**config.mk**
```make
export PLATFORM = sky130hd
export DESIGN_NAME = calc_display_top_flat
export DESIGN_NICKNAME = d
export VERILOG_FILES = /design/src/rtl/calc_pkg.sv /design/src/rtl/calc_if.sv /design/src/rtl/digit_scan.sv /design/src/rtl/calc_display_top.sv /design/src/flat_wrapper.sv
export SDC_FILE = /design/constraint.sdc
export NUM_CORES = 1
export LEC_CHECK = 0
export ABC_CLOCK_PERIOD_IN_PS = 5400
export CORE_ASPECT_RATIO = 1.25
export CORE_UTILIZATION = 45
export CTS_CLUSTER_DIAMETER = 30
export DETAILED_ROUTE_END_ITERATION = 6
export PLACE_DENSITY = 0.69
export REMOVE_ABC_BUFFERS = 1
export SYNTH_ARGS = -nofsm -noshare
export SYNTH_HDL_FRONTEND = slang
export SYNTH_SLANG_ARGS = --single-unit
```
**constraint.sdc**
```tcl
create_clock -name clk -period 5.4 [get_ports clk]
set_clock_uncertainty 0.2 [all_clocks]
set_input_delay 1.08 -clock clk [delete_from_list [all_inputs] [get_ports clk]]
set_output_delay 1.08 -clock clk [all_outputs]
set_load 0.005 [all_outputs]
```
**src/rtl/calc_pkg.sv**
```systemverilog
`default_nettype none
// +--------------------------------------------------------------------+
// | calc_pkg                                                           |
// | Shared encodings, FSM states and 7-segment glyphs for calc_display |
// | Revision: 1.0                                                      |
// +--------------------------------------------------------------------+
package calc_pkg;

    typedef enum logic [1:0] {
        OP_ADD = 2'b00,
        OP_SUB = 2'b01,
        OP_AND = 2'b10,
        OP_OR  = 2'b11
    } op_e;

    typedef enum logic [1:0] {
        IDLE = 2'b00,
        EXEC = 2'b01,
        CONV = 2'b10,
        DONE = 2'b11
    } state_e;

    // Segment order {g,f,e,d,c,b,a}, active-low
    localparam logic [6:0] c_SEG_0     = 7'b1000000;
    localparam logic [6:0] c_SEG_1     = 7'b1111001;
    localparam logic [6:0] c_SEG_2     = 7'b0100100;
    localparam logic [6:0] c_SEG_3     = 7'b0110000;
    localparam logic [6:0] c_SEG_4     = 7'b0011001;
    localparam logic [6:0] c_SEG_5     = 7'b0010010;
    localparam logic [6:0] c_SEG_6     = 7'b0000010;
    localparam logic [6:0] c_SEG_7     = 7'b1111000;
    localparam logic [6:0] c_SEG_8     = 7'b0000000;
    localparam logic [6:0] c_SEG_9     = 7'b0010000;
    localparam logic [6:0] c_SEG_A     = 7'b0001000;
    localparam logic [6:0] c_SEG_B     = 7'b0000011;
    localparam logic [6:0] c_SEG_C     = 7'b1000110;
    localparam logic [6:0] c_SEG_D     = 7'b0100001;
    localparam logic [6:0] c_SEG_E     = 7'b0000110;
    localparam logic [6:0] c_SEG_F     = 7'b0001110;
    localparam logic [6:0] c_SEG_BLANK = 7'b1111111;
    localparam logic [6:0] c_SEG_MINUS = 7'b0111111;

    function automatic logic [6:0] seg_decode(input logic [3:0] i_nib);
        logic [6:0] w_seg;
        case (i_nib)
            4'h0:    w_seg = c_SEG_0;
            4'h1:    w_seg = c_SEG_1;
            4'h2:    w_seg = c_SEG_2;
            4'h3:    w_seg = c_SEG_3;
            4'h4:    w_seg = c_SEG_4;
            4'h5:    w_seg = c_SEG_5;
            4'h6:    w_seg = c_SEG_6;
            4'h7:    w_seg = c_SEG_7;
            4'h8:    w_seg = c_SEG_8;
            4'h9:    w_seg = c_SEG_9;
            4'hA:    w_seg = c_SEG_A;
            4'hB:    w_seg = c_SEG_B;
            4'hC:    w_seg = c_SEG_C;
            4'hD:    w_seg = c_SEG_D;
            4'hE:    w_seg = c_SEG_E;
            default: w_seg = c_SEG_F;
        endcase
        return w_seg;
    endfunction

    // ceil(w * log10(2)): decimal digits needed for the largest w-bit value
    function automatic int dec_digits(input int w);
        return (w * 30103 + 99999) / 100000;
    endfunction

endpackage
`default_nettype wire

```
**src/rtl/calc_if.sv**
```systemverilog
`default_nettype none
// +--------------------------------------------------------------------+
// | calc_if                                                            |
// | Operand/command and result/status bundle for calc_display_top      |
// | Revision: 1.0                                                      |
// +--------------------------------------------------------------------+
interface calc_if #(
    parameter int WIDTH = 8
);
    logic [WIDTH-1:0] a;
    logic [WIDTH-1:0] b;
    logic [1:0]       op;
    logic             op_type;
    logic             dec_mode;
    logic             start;
    logic             clear_ovf;
    logic             busy;
    logic             done;
    logic [WIDTH-1:0] result;
    logic             overflow;

    modport master (
        output a, b, op, op_type, dec_mode, start, clear_ovf,
        input  busy, done, result, overflow
    );

    modport slave (
        input  a, b, op, op_type, dec_mode, start, clear_ovf,
        output busy, done, result, overflow
    );
endinterface
`default_nettype wire

```
**src/rtl/digit_scan.sv**
```systemverilog
`default_nettype none
// +--------------------------------------------------------------------+
// | digit_scan                                                         |
// | Time-multiplexes a packed glyph vector onto anodes and cathodes    |
// | Revision: 1.0                                                      |
// +--------------------------------------------------------------------+
module digit_scan
    import calc_pkg::*;
#(
    parameter int DIGITS       = 4,
    parameter int REFRESH_BITS = 18
) (
    input  logic                  clk,
    input  logic                  reset,
    input  logic [DIGITS*7-1:0]   i_glyphs,
    output logic [DIGITS-1:0]     activate,
    output logic [6:0]            LED_output
);

    localparam int IDXW = (DIGITS > 1) ? $clog2(DIGITS) : 1;

    logic [REFRESH_BITS-1:0] r_cnt;
    logic [IDXW-1:0]         r_idx;
    logic [IDXW-1:0]         w_idx_next;
    logic [DIGITS-1:0]       r_act;
    logic [6:0]              r_led;

    always_comb begin
        w_idx_next = r_idx;
        if (&r_cnt) begin
            w_idx_next = (r_idx == IDXW'(DIGITS - 1)) ? '0 : r_idx + 1'b1;
        end
    end

    // Anode and cathode both follow the upcoming index so they switch together
    always_ff @(posedge clk) begin
        if (reset) begin
            r_cnt <= '0;
            r_idx <= '0;
            r_act <= ~DIGITS'(1);
            r_led <= c_SEG_0;
        end else begin
            r_cnt <= r_cnt + 1'b1;
            r_idx <= w_idx_next;
            r_act <= ~(DIGITS'(1) << w_idx_next);
            r_led <= i_glyphs[32'(w_idx_next) * 7 +: 7];
        end
    end

    assign activate   = r_act;
    assign LED_output = r_led;

endmodule
`default_nettype wire

```
**src/rtl/calc_display_top.sv**
```systemverilog
`default_nettype none
// +--------------------------------------------------------------------+
// | calc_display_top                                                   |
// | ALU + sticky overflow + double-dabble BCD + multiplexed display    |
// | Revision: 1.0                                                      |
// +--------------------------------------------------------------------+
module calc_display_top
    import calc_pkg::*;
#(
    parameter int WIDTH        = 8,
    parameter int DIGITS       = 4,
    parameter int REFRESH_BITS = 18
) (
    input  logic              clk,
    input  logic              reset,
    calc_if.slave             bus,
    output logic [DIGITS-1:0] activate,
    output logic [6:0]        LED_output
);

    localparam int NBCD = dec_digits(WIDTH);
    localparam int BCDW = 4 * NBCD;
    localparam int NHEX = WIDTH / 4;
    localparam int CNTW = $clog2(WIDTH + 1);
    localparam logic [DIGITS*7-1:0] c_GLYPH_RESET = {{(DIGITS-1){c_SEG_BLANK}}, c_SEG_0};

    if ((WIDTH % 4) != 0 || WIDTH < 4 || WIDTH > 16) begin : g_width_check
        $error("calc_display_top: WIDTH must be a multiple of 4 in 4..16");
    end
    if (DIGITS < NBCD + 1) begin : g_digits_check
        $error("calc_display_top: DIGITS too small for WIDTH plus sign");
    end

    state_e                 r_state;
    state_e                 w_state_next;
    logic [WIDTH-1:0]       r_a;
    logic [WIDTH-1:0]       r_b;
    op_e                    r_op;
    logic                   r_type;
    logic                   r_dec;
    logic [WIDTH-1:0]       r_result;
    logic                   r_ovf;
    logic                   r_done;
    logic [CNTW-1:0]        r_cnt;
    logic [BCDW+WIDTH-1:0]  r_conv;
    logic [DIGITS*7-1:0]    r_glyphs;

    logic [WIDTH:0]         w_sum;
    logic [WIDTH:0]         w_diff;
    logic [WIDTH-1:0]       w_alu;
    logic                   w_ovf;
    logic [WIDTH-1:0]       w_mag;
    logic [BCDW+WIDTH-1:0]  w_adj;
    logic [BCDW+WIDTH-1:0]  w_dd_next;
    logic [BCDW-1:0]        w_bcd;
    logic                   w_neg;
    logic                   w_seen;
    logic [DIGITS*7-1:0]    w_glyphs;

    // ---------------- ALU ----------------
    assign w_sum  = {1'b0, r_a} + {1'b0, r_b};
    assign w_diff = {1'b0, r_a} - {1'b0, r_b};

    always_comb begin
        w_alu = '0;
        w_ovf = 1'b0;
        case (r_op)
            OP_ADD: begin
                w_alu = w_sum[WIDTH-1:0];
                w_ovf = r_type ? ((r_a[WIDTH-1] == r_b[WIDTH-1]) && (w_sum[WIDTH-1] != r_a[WIDTH-1]))
                               : w_sum[WIDTH];
            end
            OP_SUB: begin
                w_alu = w_diff[WIDTH-1:0];
                w_ovf = r_type ? ((r_a[WIDTH-1] != r_b[WIDTH-1]) && (w_diff[WIDTH-1] != r_a[WIDTH-1]))
                               : w_diff[WIDTH];
            end
            OP_AND: w_alu = r_a & r_b;
            default: w_alu = r_a | r_b;
        endcase
    end

    // Two's-complement negate also maps the most-negative value to 2^(WIDTH-1)
    assign w_mag = (r_type && w_alu[WIDTH-1]) ? (~w_alu + 1'b1) : w_alu;

    // ---------------- Double-dabble step ----------------
    always_comb begin
        w_adj = r_conv;
        for (int i = 0; i < NBCD; i++) begin
            if (r_conv[WIDTH + 4*i +: 4] >= 4'd5) begin
                w_adj[WIDTH + 4*i +: 4] = r_conv[WIDTH + 4*i +: 4] + 4'd3;
            end
        end
        w_dd_next = w_adj << 1;
    end

    // ---------------- Glyph builder ----------------
    assign w_bcd = r_conv[BCDW+WIDTH-1 -: BCDW];
    assign w_neg = r_type && r_result[WIDTH-1];

    always_comb begin
        w_glyphs = {DIGITS{c_SEG_BLANK}};
        w_seen   = 1'b0;
        if (r_dec) begin
            for (int i = NBCD - 1; i >= 0; i--) begin
                if (w_bcd[4*i +: 4] != 4'd0 || i == 0) begin
                    w_seen = 1'b1;
                end
                if (w_seen) begin
                    w_glyphs[7*i +: 7] = seg_decode(w_bcd[4*i +: 4]);
                end
            end
            if (w_neg) begin
                w_glyphs[7*(DIGITS-1) +: 7] = c_SEG_MINUS;
            end
        end else begin
            for (int i = 0; i < NHEX; i++) begin
                w_glyphs[7*i +: 7] = seg_decode(r_result[4*i +: 4]);
            end
        end
    end

    // ---------------- FSM ----------------
    always_ff @(posedge clk) begin
        if (reset) begin
            r_state <= IDLE;
        end else begin
            r_state <= w_state_next;
        end
    end

    always_comb begin
        w_state_next = r_state;
        case (r_state)
            IDLE:    if (bus.start) w_state_next = EXEC;
            EXEC:    w_state_next = CONV;
            CONV:    if (r_cnt == CNTW'(WIDTH - 1)) w_state_next = DONE;
            DONE:    w_state_next = IDLE;
            default: w_state_next = IDLE;
        endcase
    end

    // ---------------- Datapath ----------------
    always_ff @(posedge clk) begin
        if (reset) begin
            r_a      <= '0;
            r_b      <= '0;
            r_op     <= OP_ADD;
            r_type   <= 1'b0;
            r_dec    <= 1'b0;
            r_result <= '0;
            r_ovf    <= 1'b0;
            r_done   <= 1'b0;
            r_cnt    <= '0;
            r_conv   <= '0;
            r_glyphs <= c_GLYPH_RESET;
        end else begin
            r_done <= 1'b0;
            case (r_state)
                IDLE: begin
                    if (bus.start) begin
                        r_a    <= bus.a;
                        r_b    <= bus.b;
                        r_op   <= op_e'(bus.op);
                        r_type <= bus.op_type;
                        r_dec  <= bus.dec_mode;
                    end
                end
                EXEC: begin
                    r_result <= w_alu;
                    r_conv   <= {{BCDW{1'b0}}, w_mag};
                    r_cnt    <= '0;
                end
                CONV: begin
                    r_conv <= w_dd_next;
                    r_cnt  <= r_cnt + 1'b1;
                end
                DONE: begin
                    r_glyphs <= w_glyphs;
                    r_done   <= 1'b1;
                end
                default: ;
            endcase
            // A new overflow outranks a simultaneous clear request
            if (r_state == EXEC && w_ovf) begin
                r_ovf <= 1'b1;
            end else if (bus.clear_ovf) begin
                r_ovf <= 1'b0;
            end
        end
    end

    assign bus.busy     = (r_state != IDLE);
    assign bus.done     = r_done;
    assign bus.result   = r_result;
    assign bus.overflow = r_ovf;

    digit_scan #(
        .DIGITS       (DIGITS),
        .REFRESH_BITS (REFRESH_BITS)
    ) u_scan (
        .clk        (clk),
        .reset      (reset),
        .i_glyphs   (r_glyphs),
        .activate   (activate),
        .LED_output (LED_output)
    );

endmodule
`default_nettype wire

```
**src/flat_wrapper.sv**
```systemverilog
// flat-port wrapper written by rule: the top's interface ports become plain ports
module calc_display_top_flat import calc_pkg::*;
#(
    parameter int WIDTH        = 8,
    parameter int DIGITS       = 4,
    parameter int REFRESH_BITS = 18
)
  (clk, reset, activate, LED_output, bus_a, bus_b, bus_op, bus_op_type, bus_dec_mode, bus_start, bus_clear_ovf, bus_busy, bus_done, bus_result, bus_overflow);
  calc_if #(.WIDTH(WIDTH)) bus_i ();
  input  logic clk;
  input  logic reset;
  output logic [DIGITS-1:0] activate;
  output logic [6:0] LED_output;
  input wire logic [$bits(bus_i.a)-1:0] bus_a;
  input wire logic [$bits(bus_i.b)-1:0] bus_b;
  input wire logic [$bits(bus_i.op)-1:0] bus_op;
  input wire logic [$bits(bus_i.op_type)-1:0] bus_op_type;
  input wire logic [$bits(bus_i.dec_mode)-1:0] bus_dec_mode;
  input wire logic [$bits(bus_i.start)-1:0] bus_start;
  input wire logic [$bits(bus_i.clear_ovf)-1:0] bus_clear_ovf;
  output wire logic [$bits(bus_i.busy)-1:0] bus_busy;
  output wire logic [$bits(bus_i.done)-1:0] bus_done;
  output wire logic [$bits(bus_i.result)-1:0] bus_result;
  output wire logic [$bits(bus_i.overflow)-1:0] bus_overflow;
  assign bus_i.a = bus_a;
  assign bus_i.b = bus_b;
  assign bus_i.op = bus_op;
  assign bus_i.op_type = bus_op_type;
  assign bus_i.dec_mode = bus_dec_mode;
  assign bus_i.start = bus_start;
  assign bus_i.clear_ovf = bus_clear_ovf;
  assign bus_busy = bus_i.busy;
  assign bus_done = bus_i.done;
  assign bus_result = bus_i.result;
  assign bus_overflow = bus_i.overflow;
  calc_display_top #(.WIDTH(WIDTH), .DIGITS(DIGITS), .REFRESH_BITS(REFRESH_BITS)) u_core (.clk(clk), .reset(reset), .bus(bus_i), .activate(activate), .LED_output(LED_output));
endmodule
```
Word level (Yosys, flattened, before mapping):

Memory sizes are Yosys's and may differ from the RTL's. A register that Yosys moved wholly into a read port is not among the register bits.
Cells that the tools add are included.

* add/subtract/negate cells: 9
* multipliers: 1
* order comparisons: 3
* eq/ne operators: 13
* shifts and indexed selects: 2
* mux-type cells: 39
* bitwise operators: 4
* reductions and logical operators: 15

Operators with widths (number)
* 4-bit 2-to-1 mux: 12
* 20-bit case mux with 2 select lines: 1
* 14-bit 2-to-1 mux: 2
* 7-bit 2-to-1 mux: 4
* 28-bit by 6-bit indexed part select with 7-bit output: 1
* 8-bit case mux with 3 select lines: 1
* 18-bit by 1-bit adder with 18-bit output, second input constant: 1
* 18-bit AND reduction: 1
* 4-bit by 3-bit >= comparator with 1-bit output, second input constant: 3
* 1-bit 2-to-1 mux: 10
* 8-bit by 8-bit adder with 9-bit output: 1
* 8-bit by 8-bit subtractor with 9-bit output: 1
* 4-bit by 2-bit adder with 4-bit output, second input constant: 2
* 8-bit by 1-bit adder with 8-bit output, second input constant: 1
* 8-bit bitwise AND: 1
* 2-bit == test, second input constant: 4
* 2-bit 2-to-1 mux: 4
* 8-bit 2-to-1 mux: 1
* 8-bit NOT: 1
* 8-bit OR: 1
* 2-bit case mux with 4 select lines: 1
* 4-bit case mux with 2 select lines: 1
* 4-bit nonzero test: 2
* 2-bit nonzero test: 3
* 17 further kinds: 26

* bits in registers: 115
* memory bits (read-only): 560
* output and inout bits: 22
* logic and storage cells: 107
* memories: 5

Memory list
* (name not given): words 16, bits a word 7, read ports 1, clocked after memory_dff 1, wr ports 0, line calc_pkg.sv:45 `case (i_nib)`
* (name not given): words 16, bits a word 7, read ports 1, clocked after memory_dff 1, wr ports 0, line calc_pkg.sv:45
* (name not given): words 16, bits a word 7, read ports 1, clocked after memory_dff 1, wr ports 0, line calc_pkg.sv:45
* (name not given): words 16, bits a word 7, read ports 1, clocked after memory_dff 1, wr ports 0, line calc_pkg.sv:45
* (name not given): words 16, bits a word 7, read ports 1, clocked after memory_dff 1, wr ports 0, line calc_pkg.sv:45

Depth between registers and ports, before layout:

Gate-level depths: netlist (run 1).

* word-level depth: 8
* mapped depth: 14
* gate-level depth less buffers: 14

Cells and area by module:

Synthesis (run 1) repeated with hierarchy kept, for this count alone.

* cell total of the unflattened synthesis: 981
* area, all modules: 8622.0 um2

By module, submodules not included
* calc_display_top: times used 1, cells an instance 812, area an instance 6906.6 um2, sequential area each 2262.2 um2
* digit_scan: times used 1, cells an instance 169, area an instance 1715.4 um2, sequential area each 620.6 um2

Worst setup path before layout (run 1):

Ideal clock, no wire load.

* path type: reg2reg
* start: register u_core.r_b[3]
* end: register (tool-made name)
* setup time: 0.134 ns
* arrival: 3.013 ns
* setup slack: 2.052 ns
* stages on the path, launching flop included: 12
* cell sequence: dfxtp_1 -> inv_1 -> ha_1 -> a21oi_1 -> nor2_1 -> nor4_1 -> o21a_1 -> o31ai_2 -> a211oi_1 -> inv_1 -> ha_1 -> mux4_2

RTL lines
* from (decl): line calc_display_top.sv:37 `logic [WIDTH-1:0] r_b;`
* from (signal assigned): line calc_display_top.sv:163 `r_b <= bus.b;`

==> results of run 1 <==
[power groups by stage]
stage	registers, W	logic, W	clock network, W
4_1_cts	0.00131	0.00130	0.00121
5_1_grt	0.00133	0.00146	0.00127
3_5_place_dp	0.00133	0.00129	0
3_3_place_gp	0.00133	0.00127	0
6_report	0.00131	0.00129	0.00118
2_1_floorplan	0.00131	0.000926	0
[cell type report]
type                    instances  area, um2  share of cell area
clock inverters                 9      132.6             0.01466
well taps                     220      275.3             0.03042
inverters                      60      227.7             0.02516
multi-input cells             668       4559              0.5038
clock buffers                  22      464.2             0.05129
flip-flops and latches        144       2883              0.3185
repair buffers                 53      508.0             0.05613
[metal layers]
| metal | routed length (um) | vias up | global-route usage |
|---|---|---|---|
| met2 | 8523 | 118 | 0.3534 |
| met3 | 477 | 17 | 0.04116 |
| met4 | 278 | 0 | 0.07000 |
| met5 | 0 | - | 0 |
| li1 | - | 3257 | - |
| met1 | 7236 | 2876 | 0.2196 |
[kinds of logic after synthesis]
logic type	synth area share
AOI/OAI and AO/OA	0.1767
muxes	0.06978
and+or+nand+nor	0.1907
buffers and inverters	0.05241
xor gates and xnor gates	0.02676
adders and majority gates	0.1166
DFF	0.3671
[synthesized netlist by cell type, drive strengths merged (5+ instances only)]
cell type	n	area [um2]
ha	70	875.8
nand4	5	31.28
a21oi	61	309.1
and3	7	43.79
nor2	91	341.6
xor2	11	96.34
nor3	15	80.08
o21ai	34	173.9
xnor2	13	113.9
o32ai	5	43.79
nor3b	10	80.07
nand3	34	170.2
dfxtp	144	2883
a31oi	8	71.32
mux2i	42	420.4
mux2	5	60.05
clkbuf	33	123.9
buf	14	60.06
nor2b	17	106.4
or3	7	43.79
o221ai	7	61.31
inv	59	224.0
o22ai	13	81.33
o31ai	7	57.55
nand2	96	362.8
and2	9	56.30
nand2b	16	100.1
a211oi	22	170.2
[through the flow]
stage                     power, W  cells  setup slack, ns    util
after floorplan           0.002239    872            2.021       -
after global placement    0.002601   1145            1.814  0.4979
after detailed placement  0.002624   1145            1.679  0.4979
after CTS                 0.003823   1176            1.654  0.5331
after global routing      0.004050   1176            1.278  0.5331
final                     0.003790   1176            1.661  0.5331
[critical path, stage by stage, from the launching register on]
cell,delay [ns]
dfxtp_1,0.37
inv_1,0.08
ha_1,0.32
clkinv_1,0.20
nor4_1,0.42
nor4_1,0.11
nor3_1,0.20
o31ai_2,0.13
a211oi_1,0.69
inv_1,0.15
ha_1,0.27
mux4_2,0.46
[worst max path at each step]
stage | to | slack (ns)
6_report | flop | 1.66
2_1_floorplan | flop | 2.02
3_3_place_gp | flop | 1.81
3_5_place_dp | flop | 1.68
5_1_grt | flop | 1.28
4_1_cts | flop | 1.65
==> results.sh, run 1 <==
export IMPL_status="complete, no violations"
export IMPL_grt_pass1_vias=5986
export IMPL_antenna_found_initial=0
export IMPL_comb_power_share=0.342
export IMPL_final_antenna_net_count=0
export IMPL_via_per_inst=5.330
export IMPL_fmax_mhz=267.5
export IMPL_setup_worst_path_start_class="flop"
export IMPL_yosysUniqueCellTypes=71
export IMPL_p_seq_frac=0.346
export IMPL_cp_max_fo=8
export IMPL_min_to="u_core.u_scan.r_cnt[0]"
export IMPL_min_path_cells=1
export IMPL_maxCapViolCount=0
export IMPL_cp_arrival_ns=3.83
export IMPL_ios=46
export IMPL_coreArea_um2=16980
export IMPL_swShare=0.3419
export IMPL_ys_warn_count=0
export IMPL_num_vias=6268
export IMPL_cts_path_max_buffers=2
export IMPL_worst_pin_slew_ns=1.120
export IMPL_routed_wl_um=16520
export IMPL_synth_edf_count=0
export IMPL_cts_sinks=144
export IMPL_drt_first_iter_violations=315
export IMPL_setup_viol=0
export IMPL_cts_buffers=17
export IMPL_min_from="u_core.u_scan.r_cnt[0]"
export IMPL_postCtsSetupBuffers=0
export IMPL_start_util=0.4626
export IMPL_syn2layout_area_growth_pct=15.23
export IMPL_fp_dieW_um=120.2
export IMPL_cts_hold_buf=0
export IMPL_drv_slew=0
export IMPL_crit_type="flop to flop"
export IMPL_avgSynthCellArea_um2=8.546
export IMPL_nFillCells=1622
export IMPL_grtUsageTotal=0.1936
export IMPL_root_buffer="clkbuf_16"
export IMPL_setup_worst_path_end_class="flop"
export IMPL_rsz0062_at_grt="no"
export IMPL_syn_area_um2=7854
export IMPL_post_cts_resized=0
export IMPL_finalSetupTns_ns=0
export IMPL_nNetsFinal=1040
export IMPL_synth_cells=919
export IMPL_grt_ovfl_total=0
export IMPL_ys_ff_latch=144
export IMPL_layout_commonest_cell="dfxtp_1"
export IMPL_cts_clk_slew_worst_paths_ns=0.06
export IMPL_setup_worst_path_start="u_core.r_b[4]"
export IMPL_tritoncts="built"
export IMPL_clkLatencyLatePin_ns=0.42
export IMPL_ir_drop_mv=0.2279
export IMPL_grt_first_pass_wirelength_um=27910
export IMPL_dieArea_um2=17990
export IMPL_switchingPower_w=0.001296
export IMPL_drive_gt1_frac=0.06381
export IMPL_fin_hold_ws_ns=0.2494
export IMPL_timing_final_crit_share=0.6923
export IMPL_hpwl_um=12050
export IMPL_reg2reg_slack_ns=1.66
export IMPL_r2r_cells=11
export IMPL_synth_main_ff_cell="dfxtp_1"
export IMPL_hold_class="flop to flop"
export IMPL_r2r_start="u_core.r_b[4]"
export IMPL_grt_max_degree=57
export IMPL_async_flop_share=0
export IMPL_std_cell_rows=53
export IMPL_ys_seq_area_frac=0.3671
export IMPL_p_leak_nw=3.534
export IMPL_drt_wirelength_per_cell_um=14.04
export IMPL_drc=0
export IMPL_gp_congestion=0.8575
export IMPL_port_buffers=45
export IMPL_design_area_um2=9050
export IMPL_max_slew_margin_rel=0.2535
export IMPL_p_per_area_nw_per_um2=418.8
export IMPL_layout_min_cycle_time_ns=3.739
export IMPL_finalHoldViolations=0
export IMPL_internal_power_w=0.002494
export IMPL_worstPathRequired_ns=5.49
export IMPL_placed_cell_area_um2=8453
export IMPL_fp_dieH_um=149.7
export IMPL_final_cell_mix="dfxtp_1, nand2_1, nor2_1"
export IMPL_drt_first_pass_iters=5
export IMPL_antennaDiodeCount=0
export IMPL_power_share_clock=0.313
export IMPL_cts_max_level=4
Power figures use the tool's default switching activity.
==> run 2: changes to the inputs <==
--- a/config.mk
+++ b/config.mk
@@ -5,7 +5,7 @@
 export SDC_FILE = /design/constraint.sdc
 export NUM_CORES = 1
 export LEC_CHECK = 0
-export ABC_CLOCK_PERIOD_IN_PS = 5400
+export ABC_CLOCK_PERIOD_IN_PS = 3600
 export CORE_ASPECT_RATIO = 1.25
 export CORE_UTILIZATION = 45
 export CTS_CLUSTER_DIAMETER = 30
==> constraint.sdc (replaced) <==
create_clock -name clk -period 3.6 [get_ports clk]
set_clock_uncertainty 0.2 [all_clocks]
set_input_delay 0.72 -clock clk [delete_from_list [all_inputs] [get_ports clk]]
set_output_delay 0.72 -clock clk [all_outputs]
set_load 0.005 [all_outputs]
==> run 2 against run 1 <==
Fmax up 10%. Wire length rose by 0.67%. Sequential share of layout area shrank 0.45 points. Worst hold slack got worse by 0.0074 ns. First-iteration DRC count down 8.6%. Core utilization grew 0.76 points. Sequential power rose by 50%. Via count rose by 1.2%. Worst setup slack got worse by 1.5 ns. Clock power up 38%. Register-to-register slack worse by 1.5 ns. Cell count up 2.0%.
==> results.sh, run 2 (synthesized netlist as in run 1, its figures left out) <==
export IMPL_status="complete, no violations"
export IMPL_cts_sinks=144
export IMPL_cts_buffers=17
export IMPL_hpwl_um=12070
export IMPL_drt_first_iter_violations=288
export IMPL_cp_arrival_ns=3.50
export IMPL_worst_pin_slew_ns=0.8662
export IMPL_layout_min_cycle_time_ns=3.398
export IMPL_p_per_area_nw_per_um2=613.6
export IMPL_worstPathRequired_ns=3.70
export IMPL_finalSetupTns_ns=0
export IMPL_hold_class="flop to flop"
export IMPL_routed_wl_um=16630
export IMPL_setup_worst_path_end_class="flop"
export IMPL_cts_path_max_buffers=2
export IMPL_drc=0
export IMPL_root_buffer="clkbuf_16"
export IMPL_slowest_delay_ns=0.49
export IMPL_p_leak_nw=3.623
export IMPL_drv_slew=0
export IMPL_antennaDiodeCount=0
export IMPL_path_cells="inv_1, ha_1, inv_1, fa_1, nor3b_1, nor3_2, xnor2_1, mux4_2, mux2i_2, nor2_2, inv_2, ha_1, mux4_2"
export IMPL_final_cell_mix="dfxtp_1, nand2_1, nor2_1"
export IMPL_coreArea_um2=16980
export IMPL_drt_wirelength_per_cell_um=13.87
export IMPL_setup_worst_path_start_class="flop"
export IMPL_crit_slowest_cell="mux4_2"
export IMPL_cts_max_level=4
export IMPL_cp_max_fo=5
export IMPL_grt_max_degree=67
export IMPL_ios=46
export IMPL_rsz0062_at_grt="no"
export IMPL_fp_dieW_um=120.2
export IMPL_timing_final_crit_share=0.9439
export IMPL_syn2layout_area_growth_pct=16.87
export IMPL_clkLatencyLatePin_ns=0.43
export IMPL_via_per_inst=5.290
export IMPL_cts_clk_slew_worst_paths_ns=0.06
export IMPL_dieArea_um2=17990
export IMPL_fin_hold_ws_ns=0.2420
export IMPL_fp_dieH_um=149.7
export IMPL_gp_congestion=0.8197
export IMPL_maxCapViolCount=0
export IMPL_crit_type="flop to flop"
export IMPL_tritoncts="built"
export IMPL_final_antenna_net_count=0
export IMPL_layout_commonest_cell="dfxtp_1"
export IMPL_setup_viol=0
export IMPL_antenna_found_initial=0
export IMPL_max_slew_margin_rel=0.4225
export IMPL_fmax_mhz=294.3
export IMPL_nNetsFinal=1062
export IMPL_num_vias=6343
export IMPL_finalHoldViolations=0
export IMPL_dp_cells=1167
export IMPL_grtUsageTotal=0.1989
export IMPL_drive_gt1_frac=0.08784
export IMPL_fin_cells=1199
export IMPL_std_cell_rows=53
export IMPL_start_util=0.4626
export IMPL_grt_ovfl_total=0
export IMPL_port_buffers=45
export IMPL_drt_first_pass_iters=5
export IMPL_grt_first_pass_wirelength_um=28590
export IMPL_grt_pass1_vias=6086
export IMPL_ir_drop_mv=0.3035
## run 2: changes by cell type in the layout (fill, tap and decap cells not counted), sizes merged
cell    delta
buf       +22
clkinv     +3
bufinv     -2
## run 2: routing by layer
layer / up-vias / share of wire / track usage
met5: - / 0 / 0
met4: 0 / 0.025 / 0.08938
met2: 112 / 0.51 / 0.3540
met3: 27 / 0.029 / 0.04078
met1: 2906 / 0.44 / 0.2275
li1: 3298 / - / -
## run 2: stage by stage
stage / util / worst slack (ns) / total power [W] / cell area, um2
after CTS: 0.5403 / 0.1102 / 0.005673 / 9173
after global routing: 0.5407 / 0.004404 / 0.006032 / 9179
after detailed placement: 0.5084 / 0.1301 / 0.004023 / 8631
after floorplan: - / 0.2210 / 0.003358 / 7670
after global placement: 0.5084 / 0.2049 / 0.004000 / 8631
final: 0.5407 / 0.2021 / 0.005632 / 9179
## run 2: report_power, final
group | leakage (nW) | total (W) | internal (W) | switching, W
Clock | 0.264 | 0.00163 | 0.000964 | 0.000664
Combinational | 2.19 | 0.00203 | 0.000877 | 0.00115
Sequential | 1.17 | 0.00197 | 0.00181 | 0.000160
Total | 3.62 | 0.00563 | 0.00365 | 0.00198
## run 2: final cells by class
class                           count  area, um2
Fill cell                        1602       7797
Tap cell                          220      275.3
Clock inverter                     10      87.58
Clock buffer                       22      454.2
Timing Repair Buffer               75      685.7
Inverter                           60      227.7
Sequential cell                   144       2883
Multi-Input combinational cell    668       4566
## run 2: final timing paths
check | startpoint | to | slack [ns] | cells after the start
max reg2reg | u_core.r_a[0] | flop | 0.20 | 13
max | u_core.r_a[0] | flop | 0.20 | 13
min | u_core.u_scan.r_cnt[0] | u_core.u_scan.r_cnt[0] | 0.24 | 1
min reg2reg | u_core.u_scan.r_cnt[0] | u_core.u_scan.r_cnt[0] | 0.24 | 1
## run 2: timing repair
| action | CTS | global route |
|---|---|---|
| setup buffers | 0 | 0 |
| hold buffers | 0 | 0 |
| endpoints found under the setup margin | 0 | 1 |
| resized for setup | 0 | 3 |
## run 2: critical path, delay by kind of cell, from the launching register on
kind	cells	cell delay [ns]
buf+inv	3	0.22
fa+ha+maj	3	0.78
flops	1	0.32
xor+xnor	1	0.08
simple gates	3	0.50
mux	3	1.15
==> run 3: changes to the inputs <==
--- a/config.mk
+++ b/config.mk
@@ -12,6 +12,7 @@
 export DETAILED_ROUTE_END_ITERATION = 6
 export PLACE_DENSITY = 0.69
 export REMOVE_ABC_BUFFERS = 1
+export SKIP_LAST_GASP = 1
 export SYNTH_ARGS = -nofsm -noshare
 export SYNTH_HDL_FRONTEND = slang
 export SYNTH_SLANG_ARGS = --single-unit
==> results of run 3 <==
The final DEF is identical to that of run 2; final timing and power are the same.
